[config.mk]
export PLATFORM = sky130hd
export DESIGN_NAME = pw_arbiter
export DESIGN_NICKNAME = d
export VERILOG_FILES = /design/src/rtl/pw_arbiter_pkg.sv /design/src/rtl/pw_arbiter_rr_pick.sv /design/src/rtl/pw_arbiter.sv
export SDC_FILE = /design/constraint.sdc
export NUM_CORES = 1
export LEC_CHECK = 0
export CELL_PAD_IN_SITES_DETAIL_PLACEMENT = 1
export CELL_PAD_IN_SITES_GLOBAL_PLACEMENT = 2
export CORE_MARGIN = 5
export CORE_UTILIZATION = 33
export CTS_BUF_LIST = sky130_fd_sc_hd__clkbuf_16
export DETAILED_ROUTE_END_ITERATION = 16
export DONT_BUFFER_PORTS = 1
export PLACE_DENSITY_LB_ADDON = 0.1
export SETUP_SLACK_MARGIN = 0.1
export SLEW_MARGIN = 40
export SYNTH_ARGS = -nofsm -noshare
export SYNTH_HDL_FRONTEND = slang
export SYNTH_SLANG_ARGS = --single-unit
[constraint.sdc]
create_clock -name clk -period 3.3 [get_ports clk]
set_input_delay 0.66 -clock clk [delete_from_list [all_inputs] [get_ports clk]]
set_output_delay 0.66 -clock clk [all_outputs]
set_load 0.02 [all_outputs]
[src/rtl/pw_arbiter_pkg.sv]
// Shared definitions for the page-walker arbiter and its requesters.
package pw_arbiter_pkg;

   localparam int NUM_PW_RQ = 3;

   // Fixed requester IDs; the ID is also the requester's port index.
   localparam int RQ_IFETCH = 0;
   localparam int RQ_LOAD   = 1;
   localparam int RQ_STORE  = 2;

   typedef enum logic [1:0] {
      IDLE,
      ISSUE,
      WAIT
   } PWArbState;

endpackage

[src/rtl/pw_arbiter_rr_pick.sv]
// Combinational round-robin pick: first set request at or above ptr, wrapping.
module rr_pick #(
   parameter int N   = 3,
   parameter int IDW = $clog2(N)
) (
   input  logic [N-1:0]   req,
   input  logic [IDW-1:0] ptr,
   output logic [IDW-1:0] idx,
   output logic           found
);

   // Rotating the doubled vector puts ptr at bit 0, so the first hit is the winner.
   logic [2*N-1:0] rot;
   assign rot = {req, req} >> ptr;

   // Scan the rotated vector and map the offset back to an absolute index.
   always_comb begin
      idx   = '0;
      found = 1'b0;
      for (int k = 0; k < N; k++) begin
         if (!found && rot[k]) begin
            found = 1'b1;
            idx   = IDW'((int'(ptr) + k >= N) ? int'(ptr) + k - N : int'(ptr) + k);
         end
      end
   end

endmodule

[src/rtl/pw_arbiter.sv]
// Round-robin arbiter sharing one page-table walker between the TLB requesters.
module pw_arbiter
   import pw_arbiter_pkg::*;
#(
   parameter int NUM_RQ = NUM_PW_RQ,
   parameter int ADDR_W = 32,
   parameter int PPN_W  = 22,
   parameter int ID_W   = $clog2(NUM_RQ)
) (
   input  logic                           clk,
   input  logic                           rst,
   input  logic [NUM_RQ-1:0]              IN_rqValid,
   input  logic [NUM_RQ-1:0][ADDR_W-1:0]  IN_rqAddr,
   input  logic [NUM_RQ-1:0][PPN_W-1:0]   IN_rqRootPPN,
   input  logic                           IN_flush,
   output logic                           OUT_busy,
   output logic [ID_W-1:0]                OUT_busyID,
   output logic [NUM_RQ-1:0]              OUT_grant,
   output logic                           OUT_walkValid,
   output logic [ADDR_W-1:0]              OUT_walkAddr,
   output logic [PPN_W-1:0]               OUT_walkRootPPN,
   input  logic                           IN_walkReady,
   input  logic                           IN_walkDone,
   output logic                           OUT_resValid,
   output logic [ID_W-1:0]                OUT_resID
);

   PWArbState         state;
   logic              dropResult;
   logic [ID_W-1:0]   rrPtr;
   logic [NUM_RQ-1:0] rqMasked;
   logic [ID_W-1:0]   pickID;
   logic              pickFound;

   // The owner of an in-flight walk is never eligible, even if it misbehaves.
   always_comb begin
      rqMasked = IN_rqValid;
      if (OUT_busy) rqMasked[OUT_busyID] = 1'b0;
   end

   rr_pick #(.N(NUM_RQ), .IDW(ID_W)) uPick (
      .req   (rqMasked),
      .ptr   (rrPtr),
      .idx   (pickID),
      .found (pickFound)
   );

   // Arbitration FSM: grant, hold the walker request until accepted, wait for the result.
   always_ff @(posedge clk) begin
      if (rst) begin
         state           <= IDLE;
         dropResult      <= 1'b0;
         rrPtr           <= ID_W'(RQ_IFETCH);
         OUT_busy        <= 1'b0;
         OUT_busyID      <= '0;
         OUT_grant       <= '0;
         OUT_walkValid   <= 1'b0;
         OUT_walkAddr    <= '0;
         OUT_walkRootPPN <= '0;
         OUT_resValid    <= 1'b0;
         OUT_resID       <= '0;
      end else begin
         OUT_grant    <= '0;
         OUT_resValid <= 1'b0;
         case (state)
            IDLE: begin
               if (pickFound) begin
                  OUT_grant[pickID] <= 1'b1;
                  OUT_walkValid     <= 1'b1;
                  OUT_walkAddr      <= IN_rqAddr[pickID];
                  OUT_walkRootPPN   <= IN_rqRootPPN[pickID];
                  OUT_busy          <= 1'b1;
                  OUT_busyID        <= pickID;
                  dropResult        <= 1'b0;
                  rrPtr             <= (pickID == ID_W'(NUM_RQ - 1)) ? '0 : pickID + 1'b1;
                  state             <= ISSUE;
               end
            end
            ISSUE: begin
               if (IN_flush) dropResult <= 1'b1;
               if (IN_walkReady) begin
                  OUT_walkValid <= 1'b0;
                  state         <= WAIT;
               end
            end
            WAIT: begin
               if (IN_flush) dropResult <= 1'b1;
               if (IN_walkDone) begin
                  // A flush seen at any point of the walk, including now, kills delivery.
                  OUT_resValid <= !(dropResult || IN_flush);
                  OUT_resID    <= OUT_busyID;
                  OUT_busy     <= 1'b0;
                  state        <= IDLE;
               end
            end
            default: state <= IDLE;
         endcase
      end
   end

   // A done pulse is only meaningful while waiting on the walker.
   assert property (@(posedge clk) disable iff (rst) IN_walkDone |-> state == WAIT);

endmodule

Word level (Yosys, flattened, before mapping)
Cells that the tools add are included.
Widths: inputs -> output; s select.
Word-level totals
  register bits: 69
  bits of input ports: 170
  word-level logic and storage cells: 90
Cells by class
  $add $sub $neg: 6
  $lt $le $gt $ge: 7
  eq/ne operators: 7
  shift operators: 1
  muxes and demuxes: 31
  bitwise gates (word level): 6
  reduce and logical (&&, ||, !) cells: 21
Operator list (count)
  $bmux 32 s2: 1
  $bmux 22 s2: 1
  $mux 32: 1
  $mux 22: 1
  $mux 2: 10
  $reduce_and 3->1: 4
  $mux 1: 10
  $ge 3x2->1 const B: 2
  $lt 2x3->1 const B: 2
  $ne 2x2->1 const B: 3
  $pmux 1 s2: 3
  $pmux 2 s3: 1
  $reduce_bool 2->1: 3
  $reduce_or 3->1: 2
  $shr 6x2->3: 1
  $demux 1 s2: 2
  $eq 2x2->1 const B: 2
  $ge 2x1->1 const B: 2
  $logic_and 1x1->1: 4
  $not 1->1: 4
  $reduce_and 2->1: 2
  $sub 2x1->2 const B: 2
  $add 2x1->3 const B: 1
  $add 2x2->3 const B: 1
  12 further kinds: 14

Logic depth before layout (Yosys ltp)
  word-level depth: 19
  mapped depth: 10
  mapped depth without buffers: 8

Modules after synthesis
From an unflattened synthesis, not the netlist that was laid out.
Second synthesis, totals
  cells, all modules: 413
  area, all modules: 3872.5 um2
Modules (own cells, without submodules)
  pw_arbiter: times used 1, cells each 391, area each 3691.0 um2
  rr_pick: times used 1, cells each 22, area each 181.4 um2

Worst setup path after synthesis
No wires, ideal clock.
  path type: input port to flip-flop
  from: input IN_rqValid[2]
  to: register OUT_walkAddr[0]
  arrival time: 2.434 ns
  required time: 3.178 ns
  setup slack: 0.745 ns
  stages on the path: 9
  cell sequence: nor4b_1 -> a221o_1 -> a221oi_2 -> o311ai_2 -> o211ai_1 -> a21oi_1 -> buf_4 -> buf_6 -> a221o_1
Between the ends
  longest elaborated chain between the ends: 12
  elaborated cells on any way between the ends: 16
  classes of those cells: 1 x shift; 9 x mux; 1 x bitwise; 5 x reduce/logical
RTL lines
  start, declared: line pw_arbiter.sv:12  | input logic [NUM_RQ-1:0] IN_rqValid,
  $and 3x3->3 (no source line)
  $mux 3 (*): line pw_arbiter.sv:38  | if (OUT_busy) rqMasked[OUT_busyID] = 1'b0;
  $shr 6x2->3 (*): line pw_arbiter_rr_pick.sv:14  | assign rot = {req, req} >> ptr;
  $mux 1: line pw_arbiter_rr_pick.sv:21  | if (!found && rot[k]) begin
  $logic_not 1->1: line pw_arbiter_rr_pick.sv:21
  $logic_and 1x1->1: line pw_arbiter_rr_pick.sv:21
  $mux 1: line pw_arbiter_rr_pick.sv:21
  $logic_not 1->1: line pw_arbiter_rr_pick.sv:21
  $logic_and 1x1->1: line pw_arbiter_rr_pick.sv:21
  $mux 2: line pw_arbiter_rr_pick.sv:21
  $bmux 32 s2: line pw_arbiter.sv:70  | OUT_walkAddr <= IN_rqAddr[pickID];
  $mux 32 (implied by the code): line pw_arbiter.sv:70
  end signal, assigned: line pw_arbiter.sv:70
  end, declared: line pw_arbiter.sv:20  | output logic [ADDR_W-1:0] OUT_walkAddr,
Mark *: on every way between the ends. The rest lies on a longest branch, timed or not. The select of a mux whose other input is x is not followed.
A chain may end at the register's enable or synchronous reset.

Final worst setup path
  from: register OUT_busyID[0]
  to: register OUT_walkAddr[12]
Between the ends
  longest elaborated chain between the ends: 17
  elaborated cells on any way between the ends: 22
  classes of those cells: 2 x order compare; 1 x shift; 11 x mux; 2 x bitwise; 6 x reduce/logical
RTL lines
  start, declared: line pw_arbiter.sv:17  | output logic [ID_W-1:0] OUT_busyID,
  start signal, assigned: line pw_arbiter.sv:73  | OUT_busyID <= pickID;
  $lt 2x3->1 (implied by the code) / $ge 2x1->1 (equally long branches): line pw_arbiter.sv:38
  $logic_and 1x1->1 (implied by the code): line pw_arbiter.sv:38
  $mux 1 (implied by the code): line pw_arbiter.sv:38
  $demux 1 s2 (*): line pw_arbiter.sv:38
  $not 3->3 (no source line) (*)
  $and 3x3->3 (no source line) (*)
  $mux 3 (*): line pw_arbiter.sv:38
  $shr 6x2->3 (*): line pw_arbiter_rr_pick.sv:14
  $mux 1: line pw_arbiter_rr_pick.sv:21
  $logic_not 1->1: line pw_arbiter_rr_pick.sv:21
  $logic_and 1x1->1: line pw_arbiter_rr_pick.sv:21
  $mux 1: line pw_arbiter_rr_pick.sv:21
  $logic_not 1->1: line pw_arbiter_rr_pick.sv:21
  $logic_and 1x1->1: line pw_arbiter_rr_pick.sv:21
  $mux 2: line pw_arbiter_rr_pick.sv:21
  $bmux 32 s2: line pw_arbiter.sv:70
  $mux 32 (implied by the code): line pw_arbiter.sv:70
Marked as above.

==> results.md <==
Status:
- The flow ran to the end, and the final reports show no timing, DRC or antenna violations.

Pwr:
- The static leakage is 0.001637 uW.
- The maximum ir drop on the vdd rail is 0.0004152 V.
- The power per cell area is 1066 nW/um^2.

STA:
- After layout, the worst path uses 88.24% of the clock period.
- Setup repair after global routing left no endpoint under its margin.
- In this run the tightest slew margin relative to its limit is 53.45%.
- The setup total negative slack is 0 ns.
- Setup violations remaining at the end of the flow were counted as 0.
- The number of hold violations in the final report is 0.
- Derived from the worst setup path, the maximum achievable clock frequency is 343.4 MHz.
- The worst clock skew is 0.005264 ns.
- The number of max-slew violations in the final report is 0.
- The measured slew at the worst slew-check pin is 0.6873 ns.
- The clock period minus final worst setup slack is 2.912 ns.
- After layout, the worst setup slack is 0.3880 ns.

Floorplan:
- The region available for standard cell placement spans 10790 sq um.
- The row count is 38.
- The initial utilization of the core area, before any placement, comes to 33.46%.
- The die is 114.6 um tall.
- The floorplan step defined a die boundary enclosing 13130 sq um.
- The chip width is 114.6 um.
- 234 I/O pins were placed.

Cells and area:
- The area used by sequential logic in the layout is 1383 sq um.
- The post-route cell area is 4011 sq um.
- The antenna diode count is 0.
- The multi-input combinational cells in the finished layout cover a total of 1826 sq um.
- Compared with the post-synthesis result, the final layout area differs by 11.09%.
- At the end of the flow, the number of nets in the layout was 584.
- The fill cell instance count of the final layout is 1278.
- The share of final-layout standard cells stronger than drive strength 1 is 8.981%.
- The number of standard cells in the layout, taps in and fillers out is 552.

Global route:
- The initial antenna violation count is 0.
- Global routing used 18.71% of the available tracks.
- The first global-routing pass estimated 19350 um of wire.
- The number of global-route vias before repair was 3607.
- Summed over all layers, the global routing overflow is 0.
- The largest net degree at the start of global routing is 45.

Setup path:
- The kind of start point of the critical path is a flop.
- The maximum fanout along the worst path is 21.
- The worst setup path is of the reg -> reg kind.
- STA classifies the critical path endpoint as a flop.
- The critical path required time is 3.51 ns.
- The arrival time at the worst endpoint is 3.12 ns.
- The register-to-register setup slack is 0.39 ns.

Drt:
- The number of iterations in the first detailed-routing pass is 4.
- Summed over all layers, the routed wires come to 12490 um.
- In the routed layout, each cell is associated on average with a via count of 5.828.
- In the routed design, unresolved DRC markers number 0.
- The detailed router finished its first iteration with 182 violations.
- The per-cell routed wire length is 22.62 um.
- The via count is 3217.
- The number of nets with antenna violations after detailed routing is 0.

Logic synthesis:
- Sorting the synthesized cells by how often they occur yields 69 x sky130_fd_sc_hd__dfxtp_1, 69 x sky130_fd_sc_hd__nand2_1, 62 x sky130_fd_sc_hd__inv_1.
- The number of different library cells in the post-synthesis netlist is 43.
- The biggest area contributor in the post-synthesis netlist is sky130_fd_sc_hd__dfxtp_1.
- Yosys mapped a number of flops with a built-in enable equal to 0.
- By area the synthesized netlist is led by sky130_fd_sc_hd__dfxtp_1 38%, sky130_fd_sc_hd__a221o_1 15%, sky130_fd_sc_hd__o31ai_1 11%.
- The mean post-synth cell area is 8.680 sq um.
- The number of nets in the synthesized netlist is 592.
- The proportion of register bits with asynchronous set or reset after synthesis is 0%.
- Synthesis handed over a netlist of 416 instances.
- The number of warning messages in the yosys log is 0.
- The post-synthesis sequential element count is 69.
- The mapped netlist covers 3611 sq um.
- The share of the synthesized area in the top cell type is 38.25%.
- For this run, the register share of the synthesized area comes to 38.25%.
- In the synthesized netlist the dominant register cell turns out to be sky130_fd_sc_hd__dfxtp_1.

Clock network:
- In this run the number of H-tree levels came out at 3.
- The number of cells upsized or downsized after cts is 0.
- The count of hold-fix buffers inserted at cts is 0.
- The CTS root buffer is sky130_fd_sc_hd__clkbuf_16.
- In this run, CTS created clock tree buffers numbering 9.
- The clock passes through at most 2 buffers.
- TritonCTS built the clock tree.
- The clock net in this run drives a total of 69 sinks.
- The clock transition time at the flip-flop clock pins of the worst setup and hold paths is 0.05 ns.
- Buffers added to address setup during post-CTS repair amount to 0.
- At the later pin of the worst-skew pair, clock insertion delay measures 0.33 ns.

Placement:
- The HPWL reported at the end of detailed placement is 9296 um.
- The cell area after placement is 3735 sq um.
- In this run, placement finished with an instance count of 537.
- The final estimated routing congestion in global placement is 0.8165.
- The worst setup slack before clock tree synthesis is 0.3028 ns.
- The number of input and output port buffers inserted is 0.

Min path:
- The class of the worst hold path is in -> reg.

Flow run:
- Max-cap violations in this run came to 0.
==> power breakdown <==
part | switching (uW) | internal, uW
clock | 349 | 568
combinational | 1140 | 742
sequential | 407 | 1070
==> cell usage in the layout, fill, tap and decap left out, types with 2 or more instances in the layout <==
cell type / count
sky130_fd_sc_hd__buf_4: 8
sky130_fd_sc_hd__dfxtp_1: 68
sky130_fd_sc_hd__nor3_1: 3
sky130_fd_sc_hd__mux2i_1: 2
sky130_fd_sc_hd__a22oi_1: 2
sky130_fd_sc_hd__nand3_1: 5
sky130_fd_sc_hd__a21oi_1: 11
sky130_fd_sc_hd__nand2_1: 69
sky130_fd_sc_hd__nand2b_1: 2
sky130_fd_sc_hd__nor2_1: 10
sky130_fd_sc_hd__o31ai_1: 54
sky130_fd_sc_hd__ha_1: 6
sky130_fd_sc_hd__a21oi_4: 3
sky130_fd_sc_hd__o22a_1: 2
sky130_fd_sc_hd__and3b_1: 2
sky130_fd_sc_hd__clkbuf_16: 9
sky130_fd_sc_hd__a311oi_1: 2
sky130_fd_sc_hd__a221o_1: 55
sky130_fd_sc_hd__buf_12: 3
sky130_fd_sc_hd__a221oi_2: 3
sky130_fd_sc_hd__o211ai_1: 2
sky130_fd_sc_hd__inv_1: 66
sky130_fd_sc_hd__o22ai_1: 3
==> routing by layer <==
metal	part of all wire (%)	GRT usage, %
met1	39	20.77
met2	48	31.47
met3	11	8.404
met4	1.8	6.809
met5	0	0
==> layout make-up <==
| type | count | share of cell area (%) |
|---|---|---|
| multi-input combinational | 255 | 45.51 |
| sequential | 69 | 34.47 |
| inverter | 62 | 5.802 |
| clock buffer | 9 | 5.614 |
| tap | 140 | 4.367 |
| timing repair buffer | 11 | 2.994 |
| clock inverter | 6 | 1.248 |
==> critical path, cell delays in order (launching register included) <==
cell and delay [ns]:
sky130_fd_sc_hd__dfxtp_1 0.57, sky130_fd_sc_hd__nor3b_1 0.14, sky130_fd_sc_hd__a221o_1 0.50, sky130_fd_sc_hd__a221oi_2 0.23, sky130_fd_sc_hd__o311ai_1 0.24, sky130_fd_sc_hd__a21oi_4 0.34, sky130_fd_sc_hd__buf_4 0.35, sky130_fd_sc_hd__o31ai_1 0.12
sky130_fd_sc_hd__a221o_1 0.28
==> flip-flops by register name, indices dropped and copies added (netlist names) <==
| register | flops |
|---|---|
| OUT_walkAddr | 32 |
| OUT_walkRootPPN | 22 |
| OUT_grant | 3 |
| OUT_busyID | 2 |
| OUT_resID | 2 |
| rrPtr | 2 |
| state | 2 |
| OUT_busy | 1 |
| OUT_resValid | 1 |
| OUT_walkValid | 1 |
| dropResult | 1 |
==> metrics by stage <==
step                hold WS [ns]  utilization (%)  power (uW)
global route              0.3810            37.17        4584
CTS                       0.3755            37.16        4343
global placement          0.4377            34.60        3355
finish                    0.3980            37.17        4274
detailed placement        0.4447            34.60        3407
floorplan                 0.4218                -        2885
==> path summary, 6_finish.rpt <==
| path | from | to | cells after the start |
|---|---|---|---|
| setup / recovery | OUT_busyID[0]$_SDFFE_PP0P_ | OUT_walkAddr[12]$_SDFFE_PP0P_ | 8 |
| hold / removal | rst | OUT_walkValid$_SDFFE_PP0P_ | 1 |
| setup reg to reg | OUT_busyID[0]$_SDFFE_PP0P_ | OUT_walkAddr[12]$_SDFFE_PP0P_ | 8 |
| hold reg to reg | dropResult$_SDFFE_PP0P_ | OUT_resValid$_SDFF_PP0_ | 1 |
==> cell families after synthesis <==
| kind of cell | synth area share [%] |
|---|---|
| AND/OR/NAND/NOR | 12.41 |
| multiplexers | 0.5544 |
| buffers and inverters | 12.02 |
| AO/OA/AOI/OAI | 34.68 |
| adder cells (fa/ha/maj) | 2.079 |
| flip-flops | 38.25 |
(Power assumes the default switching activity.)
